`src/rtl/pipeline_hazard_ctrl_pkg.sv`:
```
// Purpose: shared decode constants, state encodings and helpers for the hazard controller.
// Latency: n/a (declarations only).
// Backpressure: n/a.
package pipe_pkg;

  // Instruction field positions
  localparam int OP_HI = 19;
  localparam int OP_LO = 16;
  localparam int RA_LO = 12;
  localparam int RB_LO = 8;
  localparam int RC_LO = 4;

  // Opcodes; 10..15 fall through to NOP behaviour
  localparam logic [3:0] OP_NOP  = 4'd0;
  localparam logic [3:0] OP_ADD  = 4'd1;
  localparam logic [3:0] OP_SUB  = 4'd2;
  localparam logic [3:0] OP_AND  = 4'd3;
  localparam logic [3:0] OP_OR   = 4'd4;
  localparam logic [3:0] OP_ADDI = 4'd5;
  localparam logic [3:0] OP_LD   = 4'd6;
  localparam logic [3:0] OP_ST   = 4'd7;
  localparam logic [3:0] OP_BEQ  = 4'd8;
  localparam logic [3:0] OP_JMP  = 4'd9;

  localparam logic [19:0] NOP_INSTR = 20'h00000;

  typedef enum logic [1:0] {
    ST_RUN       = 2'd0,
    ST_RAW_STALL = 2'd1,
    ST_BR_FLUSH  = 2'd2,
    ST_MEM_HOLD  = 2'd3
  } ctrl_state_e;

  // ADD..LD write ra
  function automatic logic writes_reg(input logic [3:0] op);
    return (op >= OP_ADD) && (op <= OP_LD);
  endfunction

  // rb is read by every writer plus ST and BEQ
  function automatic logic reads_rb(input logic [3:0] op);
    return (op >= OP_ADD) && (op <= OP_BEQ);
  endfunction

  // rc is read only by the three-register ALU ops
  function automatic logic reads_rc(input logic [3:0] op);
    return (op >= OP_ADD) && (op <= OP_OR);
  endfunction

  // ra is a source only for ST and BEQ
  function automatic logic reads_ra(input logic [3:0] op);
    return (op == OP_ST) || (op == OP_BEQ);
  endfunction

endpackage

```
`src/rtl/pipeline_hazard_ctrl_if.sv`:
```
// Purpose: bundle of ID/EX/MEM observations and pipeline control outputs.
// Latency: n/a (wiring only).
// Backpressure: n/a; master drives observations, slave drives controls.
interface pipeline_hazard_ctrl_if #(
  parameter int CNT_W = 16
);
  logic [19:0]      id_instruction;
  logic             id_valid;
  logic             ex_branch_taken;
  logic             mem_busy;
  logic             pc_write_en;
  logic             if_id_write_en;
  logic             if_id_flush;
  logic             id_ex_bubble;
  logic             pipe_hold;
  logic [1:0]       ctrl_state;
  logic [CNT_W-1:0] stall_count;

  modport master (
    output id_instruction, id_valid, ex_branch_taken, mem_busy,
    input  pc_write_en, if_id_write_en, if_id_flush, id_ex_bubble,
           pipe_hold, ctrl_state, stall_count
  );

  modport slave (
    input  id_instruction, id_valid, ex_branch_taken, mem_busy,
    output pc_write_en, if_id_write_en, if_id_flush, id_ex_bubble,
           pipe_hold, ctrl_state, stall_count
  );
endinterface

```
`src/rtl/pipeline_hazard_ctrl_hazard_scoreboard.sv`:
```
// Purpose: DEPTH-entry shift register of in-flight destinations (entry 0 = EX) and RAW match.
// Latency: hazard is combinational on the current entries; entries update on the next edge.
// Backpressure: advance = 0 freezes all entries.
// Ports: clock/reset; advance, load_vld/load_dest (new entry 0); src_vld/src_addr (3 sources); hazard.
module hazard_scoreboard #(
  parameter int REG_W = 4,
  parameter int DEPTH = 3
) (
  input  logic                      clock,
  input  logic                      reset,
  input  logic                      advance,
  input  logic                      load_vld,
  input  logic [REG_W-1:0]          load_dest,
  input  logic [2:0]                src_vld,
  input  logic [2:0][REG_W-1:0]     src_addr,
  output logic                      hazard
);
  logic [DEPTH-1:0]            valid_q, valid_d;
  logic [DEPTH-1:0][REG_W-1:0] dest_q, dest_d;

  always_comb begin
    valid_d = valid_q;
    dest_d  = dest_q;
    if (reset) begin
      valid_d = '0;
      dest_d  = '0;
    end else if (advance) begin
      for (int i = DEPTH - 1; i > 0; i--) begin
        valid_d[i] = valid_q[i-1];
        dest_d[i]  = dest_q[i-1];
      end
      valid_d[0] = load_vld;
      dest_d[0]  = load_dest;
    end
  end

  always_ff @(posedge clock) begin
    valid_q <= valid_d;
    dest_q  <= dest_d;
  end

  always_comb begin
    hazard = 1'b0;
    for (int s = 0; s < 3; s++) begin
      for (int e = 0; e < DEPTH; e++) begin
        if (src_vld[s] && valid_q[e] && (src_addr[s] == dest_q[e])) begin
          hazard = 1'b1;
        end
      end
    end
  end
endmodule

```
`src/rtl/pipeline_hazard_ctrl.sv`:
```
// Purpose: stall/flush/hold interlock for the no-forwarding five-stage pipeline.
// Latency: controls are combinational (Mealy); ctrl_state and stall_count lag by one edge.
// Backpressure: mem_busy freezes the whole pipe; RAW hazards stall PC and IF/ID with a bubble.
// Ports: clock, reset (sync, active-high); bus.slave carries ID/EX/MEM inputs and all controls.
module pipeline_hazard_ctrl
  import pipe_pkg::*;
#(
  parameter int REG_W = 4,
  parameter int DEPTH = 3,
  parameter int CNT_W = 16
) (
  input  logic                   clock,
  input  logic                   reset,
  pipeline_hazard_ctrl_if.slave  bus
);
  logic [19:0]           instr;
  logic [3:0]            op;
  logic [REG_W-1:0]      ra, rb, rc;
  logic [2:0]            src_vld;
  logic [2:0][REG_W-1:0] src_addr;
  logic                  hazard;
  logic                  advance;
  logic                  load_vld;
  logic                  unused_low_bits;

  ctrl_state_e      sel, state_q, state_d;
  logic [CNT_W-1:0] count_q, count_d;

  assign instr           = bus.id_instruction;
  assign op              = instr[OP_HI:OP_LO];
  assign ra              = instr[RA_LO +: REG_W];
  assign rb              = instr[RB_LO +: REG_W];
  assign rc              = instr[RC_LO +: REG_W];
  assign unused_low_bits = ^instr[3:0];

  // r0 is hard-wired zero, so it is never a source of a hazard
  always_comb begin
    src_vld[0]  = bus.id_valid && reads_rb(op) && (rb != '0);
    src_vld[1]  = bus.id_valid && reads_rc(op) && (rc != '0);
    src_vld[2]  = bus.id_valid && reads_ra(op) && (ra != '0);
    src_addr[0] = rb;
    src_addr[1] = rc;
    src_addr[2] = ra;
  end

  always_comb begin
    bus.pc_write_en    = 1'b0;
    bus.if_id_write_en = 1'b0;
    bus.if_id_flush    = 1'b0;
    bus.id_ex_bubble   = 1'b0;
    bus.pipe_hold      = 1'b0;
    sel                = ST_RUN;
    if (reset) begin
      bus.if_id_flush  = 1'b1;
      bus.id_ex_bubble = 1'b1;
    end else if (bus.mem_busy) begin
      sel           = ST_MEM_HOLD;
      bus.pipe_hold = 1'b1;
    end else if (bus.ex_branch_taken) begin
      // IF/ID is loaded with a NOP while the PC takes the target
      sel                = ST_BR_FLUSH;
      bus.pc_write_en    = 1'b1;
      bus.if_id_write_en = 1'b1;
      bus.if_id_flush    = 1'b1;
      bus.id_ex_bubble   = 1'b1;
    end else if (hazard) begin
      sel              = ST_RAW_STALL;
      bus.id_ex_bubble = 1'b1;
    end else begin
      bus.pc_write_en    = 1'b1;
      bus.if_id_write_en = 1'b1;
    end
  end

  // Only a genuinely issued writer occupies entry 0; stalls/flushes insert an empty slot
  assign advance  = !bus.mem_busy;
  assign load_vld = !reset && (sel == ST_RUN) && bus.id_valid && writes_reg(op) && (ra != '0);

  hazard_scoreboard #(
    .REG_W (REG_W),
    .DEPTH (DEPTH)
  ) u_scoreboard (
    .clock     (clock),
    .reset     (reset),
    .advance   (advance),
    .load_vld  (load_vld),
    .load_dest (ra),
    .src_vld   (src_vld),
    .src_addr  (src_addr),
    .hazard    (hazard)
  );

  always_comb begin
    state_d = reset ? ST_RUN : sel;
    count_d = count_q;
    if (reset) begin
      count_d = '0;
    end else if (!bus.pc_write_en && (count_q != '1)) begin
      count_d = count_q + 1'b1;
    end
  end

  always_ff @(posedge clock) begin
    state_q <= state_d;
    count_q <= count_d;
  end

  assign bus.ctrl_state  = state_q;
  assign bus.stall_count = count_q;
endmodule
```
`src/flat_wrapper.sv`:
```
// flat-port wrapper written by rule: the top's interface ports become plain ports
module pipeline_hazard_ctrl_flat import pipe_pkg::*;
#(
  parameter int REG_W = 4,
  parameter int DEPTH = 3,
  parameter int CNT_W = 16
)
  (clock, reset, bus_id_instruction, bus_id_valid, bus_ex_branch_taken, bus_mem_busy, bus_pc_write_en, bus_if_id_write_en, bus_if_id_flush, bus_id_ex_bubble, bus_pipe_hold, bus_ctrl_state, bus_stall_count);
  pipeline_hazard_ctrl_if #(.CNT_W(CNT_W)) bus_i ();
  input  logic clock;
  input  logic reset;
  input wire logic [$bits(bus_i.id_instruction)-1:0] bus_id_instruction;
  input wire logic [$bits(bus_i.id_valid)-1:0] bus_id_valid;
  input wire logic [$bits(bus_i.ex_branch_taken)-1:0] bus_ex_branch_taken;
  input wire logic [$bits(bus_i.mem_busy)-1:0] bus_mem_busy;
  output wire logic [$bits(bus_i.pc_write_en)-1:0] bus_pc_write_en;
  output wire logic [$bits(bus_i.if_id_write_en)-1:0] bus_if_id_write_en;
  output wire logic [$bits(bus_i.if_id_flush)-1:0] bus_if_id_flush;
  output wire logic [$bits(bus_i.id_ex_bubble)-1:0] bus_id_ex_bubble;
  output wire logic [$bits(bus_i.pipe_hold)-1:0] bus_pipe_hold;
  output wire logic [$bits(bus_i.ctrl_state)-1:0] bus_ctrl_state;
  output wire logic [$bits(bus_i.stall_count)-1:0] bus_stall_count;
  assign bus_i.id_instruction = bus_id_instruction;
  assign bus_i.id_valid = bus_id_valid;
  assign bus_i.ex_branch_taken = bus_ex_branch_taken;
  assign bus_i.mem_busy = bus_mem_busy;
  assign bus_pc_write_en = bus_i.pc_write_en;
  assign bus_if_id_write_en = bus_i.if_id_write_en;
  assign bus_if_id_flush = bus_i.if_id_flush;
  assign bus_id_ex_bubble = bus_i.id_ex_bubble;
  assign bus_pipe_hold = bus_i.pipe_hold;
  assign bus_ctrl_state = bus_i.ctrl_state;
  assign bus_stall_count = bus_i.stall_count;
  pipeline_hazard_ctrl #(.REG_W(REG_W), .DEPTH(DEPTH), .CNT_W(CNT_W)) u_core (.clock(clock), .reset(reset), .bus(bus_i));
endmodule
```
`config.mk`:
```
export PLATFORM = sky130hd
export DESIGN_NAME = pipeline_hazard_ctrl_flat
export DESIGN_NICKNAME = d
export VERILOG_FILES = /design/src/rtl/pipeline_hazard_ctrl_pkg.sv /design/src/rtl/pipeline_hazard_ctrl_if.sv /design/src/rtl/pipeline_hazard_ctrl_hazard_scoreboard.sv /design/src/rtl/pipeline_hazard_ctrl.sv /design/src/flat_wrapper.sv
export SDC_FILE = /design/constraint.sdc
export NUM_CORES = 1
export LEC_CHECK = 0
export CORE_ASPECT_RATIO = 1.25
export CORE_MARGIN = 1.5
export CORE_UTILIZATION = 64
export DETAILED_ROUTE_END_ITERATION = 8
export DONT_BUFFER_PORTS = 1
export GPL_TIMING_DRIVEN = 0
export PLACE_DENSITY_LB_ADDON = 0.25
export SYNTH_ARGS = -nofsm -noshare
export SYNTH_HDL_FRONTEND = slang
export SYNTH_SLANG_ARGS = --single-unit
```
`constraint.sdc`:
```
create_clock -name clock -period 6.2 [get_ports clock]
set_input_delay 0.31 -clock clock [delete_from_list [all_inputs] [get_ports clock]]
set_output_delay 0.31 -clock clock [all_outputs]
set_load 0.02 [all_outputs]
```
Word level (Yosys, flattened, before mapping)
Cells that the tools add are included.
{ "classes": {"n_eq_ne": 12, "reduce_logical": 39, "magnitude_cmp": 4, "mux": 26, "add_sub_neg": 1} }
{ "op_table": {"columns": ["operator", "count"], "rows": [
  ["equality test 4 bit", 9],
  ["logical AND 1 bit", 32],
  ["two-way mux 1 bit", 23],
  ["adder 16 x 1 -> 16 bit (second input constant)", 1],
  ["!= test 16 bit (second input constant)", 1],
  ["nonzero test 4 bit", 3],
  ["less-or-equal comparator 4 x 3 -> 1 bit (second input constant)", 2],
  ["two-way mux 2 bit", 3],
  ["equality test 4 x 3 -> 1 bit (second input constant)", 1],
  ["equality test 4 bit (second input constant)", 1],
  [">= comparator 4 x 1 -> 1 bit (second input constant)", 1],
  ["less-or-equal comparator 4 bit (second input constant)", 1],
  ["logical NOT 1 bit", 2],
  ["logical NOT 2 bit", 1],
  ["logical OR 1 bit", 1]
]} }
{ "totals": {"ff_bits": 33, "out_inout_bits": 23, "in_bits": 25, "word_cells": 88} }

Depth between registers and ports, before layout
Gate-level depths: netlist (run 1).
{ "depth": {"word_depth": 24, "mapped_depth": 10} }

By module
From an unflattened synthesis (run 1), not the netlist that was laid out.
{ "unflattened": {"cells_unflattened": 245, "area_unflattened_um2": 2122.0} }
{ "modules_own_cells": {"columns": ["mod", "area_per_inst_um2", "cells_per_inst", "instances", "seq_area_each_um2"], "rows": [
  ["pipeline_hazard_ctrl", 1123.6, 133, 1, 360.3],
  ["hazard_scoreboard", 998.5, 112, 1, 300.3]
]} }

Worst setup path before layout (run 1)
No wires, ideal clock.
{ "synth_timing": {"path_kind": "flip-flop to output port", "start": "register u_core.u_scoreboard.dest_q[7] (netlist bit)", "end": "output bus_pc_write_en", "n_path_buf": 3, "t_required_ns": 5.890, "path_slack_ns": 3.795, "t_arrival_ns": 2.095, "path_stages_with_launch": 9, "cell_sequence": "dfxtp_1 > clkbuf_1 > a222oi_1 > nor4b_1 > o31ai_1 > a31oi_4 > nor2_2 > clkbuf_1 > buf_4"} }
{ "synth_between": {"elab_chain_cells": 14, "elab_cells_between_ends": 18} }
{ "synth_lines": {"columns": ["item", "line", "rtl"], "rows": [
  ["from (decl)", "pipeline_hazard_ctrl_hazard_scoreboard.sv:19", "logic [DEPTH-1:0][REG_W-1:0] dest_q, dest_d;"],
  ["from (signal assigned)", "pipeline_hazard_ctrl_hazard_scoreboard.sv:39", "dest_q <= dest_d;"],
  ["equality test 4 bit", "pipeline_hazard_ctrl_hazard_scoreboard.sv:46", "if (src_vld[s] && valid_q[e] && (src_addr[s] == dest_q[e])) begin"],
  ["logical AND 1 bit", "pipeline_hazard_ctrl_hazard_scoreboard.sv:46", null],
  ["two-way mux 1 bit (6 in series)", "pipeline_hazard_ctrl_hazard_scoreboard.sv:46", null],
  ["two-way mux 1 bit * (2 in series)", "pipeline_hazard_ctrl_hazard_scoreboard.sv:46", null],
  ["two-way mux 1 bit * (4 in series)", null, null],
  ["to (decl)", "flat_wrapper.sv:16", "output wire logic [$bits(bus_i.pc_write_en)-1:0] bus_pc_write_en;"]
]} }
Mark *: on every way between the ends. The rest lies on a longest branch, timed or not.

Final worst setup path (run 1)
Same ends and word-level chain as after synthesis.

==> flow_summary.yaml, run 1 <==
worst_setup_path:
  cp_top_family: "buffers and inverters"
  cp_slowest_cell: "clkbuf_1"
  cp_max_fo: 11
  worstSetupStartpointType: "register"
  r2r-start: "u_core.u_scoreboard.dest_q[7]"
  crit_arrival_ns: 2.84
  rr_endpoint: "u_core.bus.stall_count[10]"
  end_kind: "primary output"
  worstSetupPathType: "reg -> out"
  r2r.worst_path.cells: 10
  cp_common_cell: "clkbuf_1"
  cp.required_ns: 5.89
  path_buf_inv: 3
  worstPathCellList: "clkbuf_1, xnor2_1, nand2_1, nor4_1, o31ai_1, a31oi_4, nor2_2, clkbuf_1, buf_4"
  reg2reg_slack_ns: 3.51
  cp_slowest_stage_delay_ns: 0.55
clock_tree:
  cts_sinks: 33
  cts_tree: "built"
  htree_levels: 2
  clkTransAtPathRegs_ns: 0.10
  cts_hold_buf: 0
  postCtsSetupBuffers: 0
  ctsResizeCount: 0
  clockBufferDepth: 2
  cts_root_buffer: "clkbuf_4"
  numCtsBuffers: 5
  insertion_delay_ns: 0.33
floorplan:
  num_rows: 22
  start_util_pct: 68.10
  die_y_um: 65.88
  die_area_um2: 3512
  die_x_um: 53.31
  io_pins: 48
  coreArea_um2: 2973
pwr:
  p_leak_nw: 0.8446
  power_density_nw_per_um2: 190.7
  ir_drop_v: 0.0001323
routing:
  vias: 1750
  wirelength_um: 4604
  drtIter0Drc: 62
  drc: 0
  postRouteAntennaNets: 0
  avgViaCountPerCell: 6.162
  wl_per_cell_um: 16.21
  dr.pass1.iters: 4
hold_path:
  hp-start: "bus_ex_branch_taken"
  hold_depth: 2
  holdPathEnd: "u_core.bus.ctrl_state[1]"
  hold_path.class: "in -> reg"
synth:
  synthFlopType: "dfxtp_1"
  syn_area_per_cell_um2: 8.400
  ys_async_sr_fraction_pct: 0
  ys_warn_count: 0
  synth_nets: 267
  syn_inst: 241
  synth-edff-count: 0
  synth_cell_types: 41
  synthesis.area_um2: 2024
  yosysSeqAreaShare_pct: 32.63
  synth-seq-cells: 33
sta:
  fin_crit_sh_pct: 50.75
  hold_viol: 0
  rsz0062_at_grt: "no"
  tns_ns: 0
  drv_slew: 0
  fmax_mhz: 317.8
  maxSlewHeadroom_pct: 53.44
  finalSetupViolations: 0
  min_period_ns: 3.146
  worst_slew_pin_slew_ns: 0.6984
  clock_skew_ns: 0.01288
job:
  cap_viol_max_count: 0
layout:
  syn_to_final_growth_pct: 4.944
  antenna_cells: 0
  drive_above_1_share_pct: 5.645
  nets: 274
  fin_area_um2: 2125
  fin_cells: 284
placement:
  dp_hpwl_um: 3505
  gp_congestion: 0.9518
  dpl_cell_area_um2: 2069
  numPortBuffers: 0
  place_inst: 277
global_route:
  grt.overflow.total: 0
  grt_max_degree: 12
  grt_util_all_layers_pct: 28.69
  grt_pass1_vias: 1678
  grt_pass1_wl_um: 7458
  antenna_found_initial: 0
status:
  outcome: "finished clean"
-- cells by family after synthesis --
group,synth area share [%]
compound gates,11.56
simple gates,24.97
fa+ha+maj,0.6179
xor+xnor,15.58
mux,10.20
flops,32.63
buf+inv,4.450
-- through the flow --
| stage | total power [mW] | hold WS (ns) | util [%] | setup WS, ns |
|---|---|---|---|---|
| final | 0.4051 | 0.08681 | 71.46 | 3.054 |
| after global routing | 0.4185 | 0.1010 | 71.46 | 2.875 |
| after CTS | 0.4060 | 0.09210 | 71.46 | 3.099 |
| after detailed placement | 0.2855 | 0.4342 | 69.61 | 3.454 |
| after global placement | 0.2836 | 0.4315 | 69.61 | 3.487 |
| after floorplan | 0.2750 | 0.4258 | - | 3.795 |
-- how the worst max path moves through the flow --
stage	from	end	cells past startpoint	slack [ns]
2_1_floorplan	u_core.u_scoreboard.dest_q[7]	bus_pc_write_en	8	3.79
3_3_place_gp	u_core.u_scoreboard.dest_q[7]	bus_pc_write_en	8	3.49
3_5_place_dp	u_core.u_scoreboard.dest_q[7]	bus_pc_write_en	8	3.45
4_1_cts	u_core.u_scoreboard.dest_q[7]	bus_pc_write_en	8	3.10
5_1_grt	u_core.u_scoreboard.dest_q[7]	bus_pc_write_en	9	2.87
6_report	u_core.u_scoreboard.dest_q[7]	bus_pc_write_en	9	3.05
-- where the power goes --
group / internal [mW] / switching, mW / leakage [nW]
clock network: 0.0535 / 0.0705 / 0.0314
registers: 0.218 / 0.0113 / 0.268
logic: 0.0231 / 0.0290 / 0.545
total: 0.294 / 0.111 / 0.845
-- sequential cells by signal, indices dropped and copies added (netlist names) --
| name | flops |
|---|---|
| u_core.bus.ctrl_state | 2 |
| u_core.u_scoreboard.dest_q | 12 |
| u_core.bus.stall_count | 16 |
| u_core.u_scoreboard.valid_q | 3 |
-- layout make-up --
class / count / area, um^2
Buffer: 13 / 67.56
Clock buffer: 7 / 55.05
Fill cell: 248 / 848.3
Inverter: 6 / 22.52
Multi-Input combinational cell: 189 / 1274
Sequential cell: 33 / 660.6
Tap cell: 36 / 45.04
-- synthesized netlist by cell type (2+ instances only) --
cell type | instances | area, um^2
or3_1 | 5 | 31.28
or4_1 | 3 | 22.52
mux2i_1 | 15 | 150.1
buf_6 | 2 | 22.52
nand2_1 | 14 | 52.55
nor2b_1 | 5 | 31.28
and3_1 | 6 | 37.54
mux2_1 | 5 | 56.30
nand3_1 | 9 | 45.04
nor3_1 | 7 | 35.03
nor2_1 | 32 | 120.1
a21oi_1 | 6 | 30.03
o41ai_1 | 2 | 17.52
nor4_1 | 9 | 56.30
o31ai_1 | 5 | 37.54
clkbuf_1 | 6 | 22.52
nand4_1 | 2 | 12.51
xor2_1 | 27 | 236.5
xnor2_1 | 9 | 78.83
dfxtp_1 | 33 | 660.6
inv_1 | 6 | 22.52
o21ai_0 | 6 | 30.03
buf_1 | 4 | 15.01
a211oi_1 | 2 | 15.01
nor4b_1 | 4 | 35.03
or2_2 | 2 | 12.51
-- worst reg2reg max path: stages (launching register included) --
cell and delay (ns):
dfxtp_1 0.32, clkbuf_1 0.26, xnor2_1 0.11, nand2_1 0.09, nor4_1 0.06, o31ai_1 0.54
a31oi_4 0.17, nor2_2 0.15, clkbuf_1 0.55, nor4_1 0.15, a211oi_1 0.22
-- layout by cell type, fill, tap and decap left out, drive strengths merged, types with 3 or more instances in the layout --
cell type,count
mux2i,15
xor2,27
dfxtp,33
inv,6
nor3,7
xnor2,9
or4,3
nor4b,4
and3,6
nor2b,5
o31ai,5
a21oi,6
nand3,9
nor2,33
nor4,9
buf,7
nand2,14
o21ai,7
clkbuf,13
or3,5
mux2,5
-- routing by layer --
layer	share of wire, %	track usage (%)	routed length (um)
met4	2.7	13.14	123
met1	41	31.32	1906
met3	5.6	6.335	260
met5	0	0	0
met2	50	50.93	2314
Power figures use the tool's default switching activity.
==> inputs of run 2 (changes only) <==
CORE_UTILIZATION = 57   (was 64)
clock period = 2.6 ns   (was 6.2 ns; I/O delays follow)
==> flow_summary.yaml, run 2 (synthesized netlist as in run 1, its figures left out) <==
layout:
  syn_to_final_growth_pct: 11.00
  antenna_cells: 0
  seq_area_um2: 660.6
  layout_commonest_cell: "dfxtp_1"
  multi_input_area_um2: 1308
  final_cell_mix: "33 x dfxtp_1, 32 x nor2_1, 27 x xor2_1"
  nets: 278
  fin_area_um2: 2247
  drive_above_1_share_pct: 9.486
  fillers: 316
  largest_reg_flops: 16
global_route:
  grt.overflow.total: 0
  grt_util_all_layers_pct: 25.99
  grt_pass1_wl_um: 7900
  antenna_found_initial: 0
  grt_max_degree: 12
  grt_pass1_vias: 1711
routing:
  postRouteAntennaNets: 0
  vias: 1800
  wirelength_um: 4741
  drtIter0Drc: 87
  dr.pass1.iters: 4
  wl_per_cell_um: 16.24
  drc: 0
  avgViaCountPerCell: 6.164
placement:
  numPortBuffers: 0
  dpl_cell_area_um2: 2073
  dp_hpwl_um: 3577
  gp_congestion: 0.9056
  pre_cts_ws_ns: -0.03561
hold_path:
  hold_path.class: "in -> reg"
  hold_depth: 2
worst_setup_path:
  r2r.worst_path.cells: 10
  worstSetupPathType: "reg -> reg"
  end_kind: "register"
  crit_arrival_ns: 2.61
  cp_max_fo: 6
  cp.required_ns: 2.78
  worstSetupStartpointType: "register"
clock_tree:
  numCtsBuffers: 5
  clkTransAtPathRegs_ns: 0.07
  cts_sinks: 33
  insertion_delay_ns: 0.29
  cts_root_buffer: "clkbuf_8"
  htree_levels: 2
  cts_tree: "built"
  clockBufferDepth: 2
pwr:
  p_clk_share_pct: 39.0
  power_density_nw_per_um2: 492.0
  p_comb_share_pct: 11.6
  ir_drop_v: 0.0003366
  power_switching_mw: 0.2884
  p_sw_share_pct: 26.08
  sequentialPowerShare_pct: 49.4
  p_leak_nw: 0.8788
  p_int_mw: 0.8172
sta:
  rsz0062_at_grt: "no"
  maxSlewHeadroom_pct: 59.14
  finalSetupViolations: 0
  min_period_ns: 2.435
  drv_slew: 0
  fin_crit_sh_pct: 93.65
  fin_ws_ns: 0.1650
  hold_ws_ns: 0.01028
  worst_slew_pin_slew_ns: 0.6130
  fmax_mhz: 410.7
  clock_skew_ns: 0.006988
  hold_viol: 0
floorplan:
  die_x_um: 56.31
  die_area_um2: 3921
  num_rows: 24
  start_util_pct: 58.62
  coreArea_um2: 3453
  die_y_um: 69.63
  io_pins: 48
status:
  outcome: "finished clean"
job:
  cap_viol_max_count: 0
[run 2: cell types whose count changed in the layout (fill, tap and decap cells not counted), sizes merged]
cell,before,now
buf,7,8
clkinv,0,1
dlygate4sd3,0,3
[run 2: through the flow]
step	total power, mW	setup TNS, ns	std cells	util (%)
after global routing	1.159	0	292	65.07
after floorplan	0.6558	0	241	-
after global placement	0.6762	0	280	60.04
after detailed placement	0.6796	-0.04544	280	60.04
final	1.106	0	292	65.07
after CTS	1.114	0	291	64.02
[run 2: path summary, 6_finish.rpt]
path / startpoint / to / slack [ns]
worst min register to register: u_core.u_scoreboard.valid_q[1] / u_core.u_scoreboard.valid_q[1] / 0.58
worst min-delay path: bus_id_instruction[12] / u_core.u_scoreboard.dest_q[0] / 0.01
worst max-delay path: u_core.u_scoreboard.dest_q[7] / u_core.bus.stall_count[3] / 0.17
worst max register to register: u_core.u_scoreboard.dest_q[7] / u_core.bus.stall_count[3] / 0.17
[run 2: cell type report]
type / instances / share of cell area [%]
clock buffer: 7 / 4.287
inverter: 6 / 1.002
buffer: 13 / 3.062
tap: 39 / 2.171
timing repair buffer: 4 / 1.670
clock inverter: 1 / 0.2227
sequential: 33 / 29.40
multi-input combinational: 189 / 58.18
[run 2: what timing repair did]
action	CTS	global route
endpoints found under the hold margin	3	0
resized for setup	2	5
hold buffers	3	0
pin swaps	1	1
buffers inserted	0	1
setup endpoints to repair	6	10
[run 2: power groups by stage]
stage	logic, mW	registers (mW)	clock network, mW
finish	0.128	0.546	0.432
global route	0.144	0.548	0.467
CTS	0.127	0.546	0.441
detailed placement	0.122	0.557	0
global placement	0.119	0.557	0
floorplan	0.104	0.552	0
[run 2: worst max-delay path: stages (launching register included)]
cell      delay (ns)
dfxtp_1         0.31
clkbuf_1        0.27
xnor2_1         0.11
nand2_1         0.09
nor4_1          0.06
o31ai_2         0.38
a31oi_4         0.14
buf_4           0.16
o21ai_1         0.39
nor2_1          0.09
mux2_1          0.33
[run 2: routing by layer]
metal / vias to the layer above / GRT usage [%] / part of all wire (%)
li1: 880 / - / -
met1: 843 / 26.99 / 39
met2: 65 / 44.44 / 51
met3: 12 / 9.888 / 6.9
met4: 0 / 14.02 / 3.1
met5: - / 0 / 0
==> inputs of run 3 (changes only) <==
SYNTH_HIERARCHICAL = 1   (was default)
==> flow_summary.yaml, run 3 <==
synth:
  syn_area_per_cell_um2: 8.661
  synth_area_leaders: "dfxtp_1 31%, xor2_1 11%, mux2i_1 7.1%"
  syn_inst: 245
  synth-edff-count: 0
  yosysSeqAreaShare_pct: 31.13
  post-synth-top-count-cell: "dfxtp_1"
  synth_cell_types: 48
  synth_top_cell_area_share_pct: 31.13
  synth_area_leader_cell: "dfxtp_1"
  ys_warn_count: 6
  ys_async_sr_fraction_pct: 0
  synthesis.area_um2: 2122
  synth_common_cells: "33 x dfxtp_1, 31 x nor2_1, 26 x xor2_1"
  synth-seq-cells: 33
  synth_nets: 271
  synthFlopType: "dfxtp_1"
clock_tree:
  clkTransAtPathRegs_ns: 0.07
  clockBufferDepth: 2
  cts_sinks: 33
  postCtsSetupBuffers: 0
  numCtsBuffers: 5
  cts_root_buffer: "clkbuf_8"
  insertion_delay_ns: 0.29
  cts_tree: "built"
  htree_levels: 2
worst_setup_path:
  end_kind: "register"
  cp_max_fo: 5
  worstSetupStartpointType: "register"
  cp.required_ns: 2.78
  worstSetupPathType: "reg -> reg"
  crit_arrival_ns: 2.60
layout:
  largest_reg_flops: 16
  syn_to_final_growth_pct: 9.257
  fin_area_um2: 2318
  fillers: 301
  antenna_cells: 0
  fin_cells: 296
  nets: 282
  final_cell_mix: "33 x dfxtp_1, 31 x nor2_1, 26 x xor2_1"
  layout_commonest_cell: "dfxtp_1"
  drive_above_1_share_pct: 10.89
floorplan:
  die_x_um: 57.58
  die_y_um: 71.22
  io_pins: 48
  coreArea_um2: 3513
  die_area_um2: 4100
  num_rows: 24
  start_util_pct: 60.40
sta:
  worst_slew_pin_slew_ns: 0.7591
  fin_crit_sh_pct: 93.25
  tns_ns: 0
  drv_slew: 0
  fmax_mhz: 412.5
  hold_viol: 0
  finalSetupViolations: 0
  maxSlewHeadroom_pct: 48.59
  min_period_ns: 2.424
  clock_skew_ns: 0.01337
routing:
  avgViaCountPerCell: 6.334
  wirelength_um: 5169
  postRouteAntennaNets: 0
  wl_per_cell_um: 17.46
  vias: 1875
  drc: 0
  dr.pass1.iters: 4
  drtIter0Drc: 111
global_route:
  grt_util_all_layers_pct: 25.78
  grt_pass1_wl_um: 8328
  antenna_found_initial: 0
  grt.overflow.total: 0
  grt_max_degree: 12
  grt_pass1_vias: 1775
placement:
  dpl_cell_area_um2: 2171
  place_inst: 284
  gp_congestion: 0.9845
  dp_hpwl_um: 3814
  numPortBuffers: 0
pwr:
  p_leak_nw: 0.9180
  p_total_mw: 1.043
  power_density_nw_per_um2: 449.8
  ir_drop_v: 0.0004327
status:
  outcome: "finished clean"
job:
  cap_viol_max_count: 0
hold_path:
  hold_path.class: "in -> reg"
## run 3: cell families (layout without fill, tap and decap cells)
group / count (synthesis) / in the layout / synth area share [%]
mux: 20 / 20 / 9.905
fa+ha+maj: 1 / 1 / 0.5895
simple gates: 96 / 96 / 26.47
compound gates: 38 / 38 / 12.21
xor+xnor: 34 / 34 / 14.03
flops: 33 / 33 / 31.13
buf+inv: 23 / 35 / 5.660
## run 3: through the flow
step / util, % / hold WS [ns] / worst slack, ns
finish: 65.99 / 0.006243 / 0.1756
CTS: 65.46 / 0.0001177 / 0.06410
detailed placement: 61.79 / 0.2080 / -0.4611
global placement: 61.79 / 0.2036 / -0.4392
global route: 65.99 / 0.01190 / -0.03076
floorplan: - / 0.2024 / 0.1824
## run 3: what timing repair did
item | 4_1_cts | 5_1_grt
endpoints found under the setup margin | 6 | 17
pin swaps | 0 | 0
hold buffers | 4 | 0
hold endpoints to repair | 8 | 0
resized for setup | 2 | 6
## run 3: final timing paths
check,to,cells after the start,startpoint,slack [ns]
setup / recovery,u_core/bus.stall_count[14],10,u_core/u_scoreboard/dest_q[2],0.18
hold / removal,u_core/u_scoreboard/dest_q[1],2,bus_id_instruction[13],0.006
setup reg to reg,u_core/bus.stall_count[14],10,u_core/u_scoreboard/dest_q[2],0.18
hold reg to reg,u_core/u_scoreboard/valid_q[1],2,u_core/u_scoreboard/valid_q[1],0.56
## run 3: where the power goes
group / switching [mW] / internal [mW]
logic: 0.0657 / 0.0590
clock network: 0.190 / 0.185
registers: 0.0246 / 0.518
## run 3: critical path, cell delays in order (launching register included)
cell and delay [ns]:
dfxtp_1 0.31, buf_6 0.12, xnor2_1 0.14, nand3_1 0.11
nor4_1 0.26, a21oi_1 0.08, nand4_1 0.17, nand2b_1 0.10
a311o_1 0.42, nor4_1 0.26, mux2_1 0.35
## run 3: cell type report
type	instances	area (um^2)	area share [%]
clock buffer	6	72.57	3.130
buffer	12	82.58	3.562
tap	39	48.80	2.105
multi-input combinational	189	1363	58.77
inverter	11	41.29	1.781
sequential	33	660.6	28.49
timing repair buffer	4	40.04	1.727
clock inverter	2	10.01	0.4317
## run 3: metal layers
metal / up-vias / track usage (%) / wire, um
met5: - / 0 / 0
met4: 0 / 11.37 / 121
met3: 9 / 5.415 / 311
met2: 68 / 45.20 / 2719
met1: 881 / 29.71 / 2016
li1: 917 / - / -
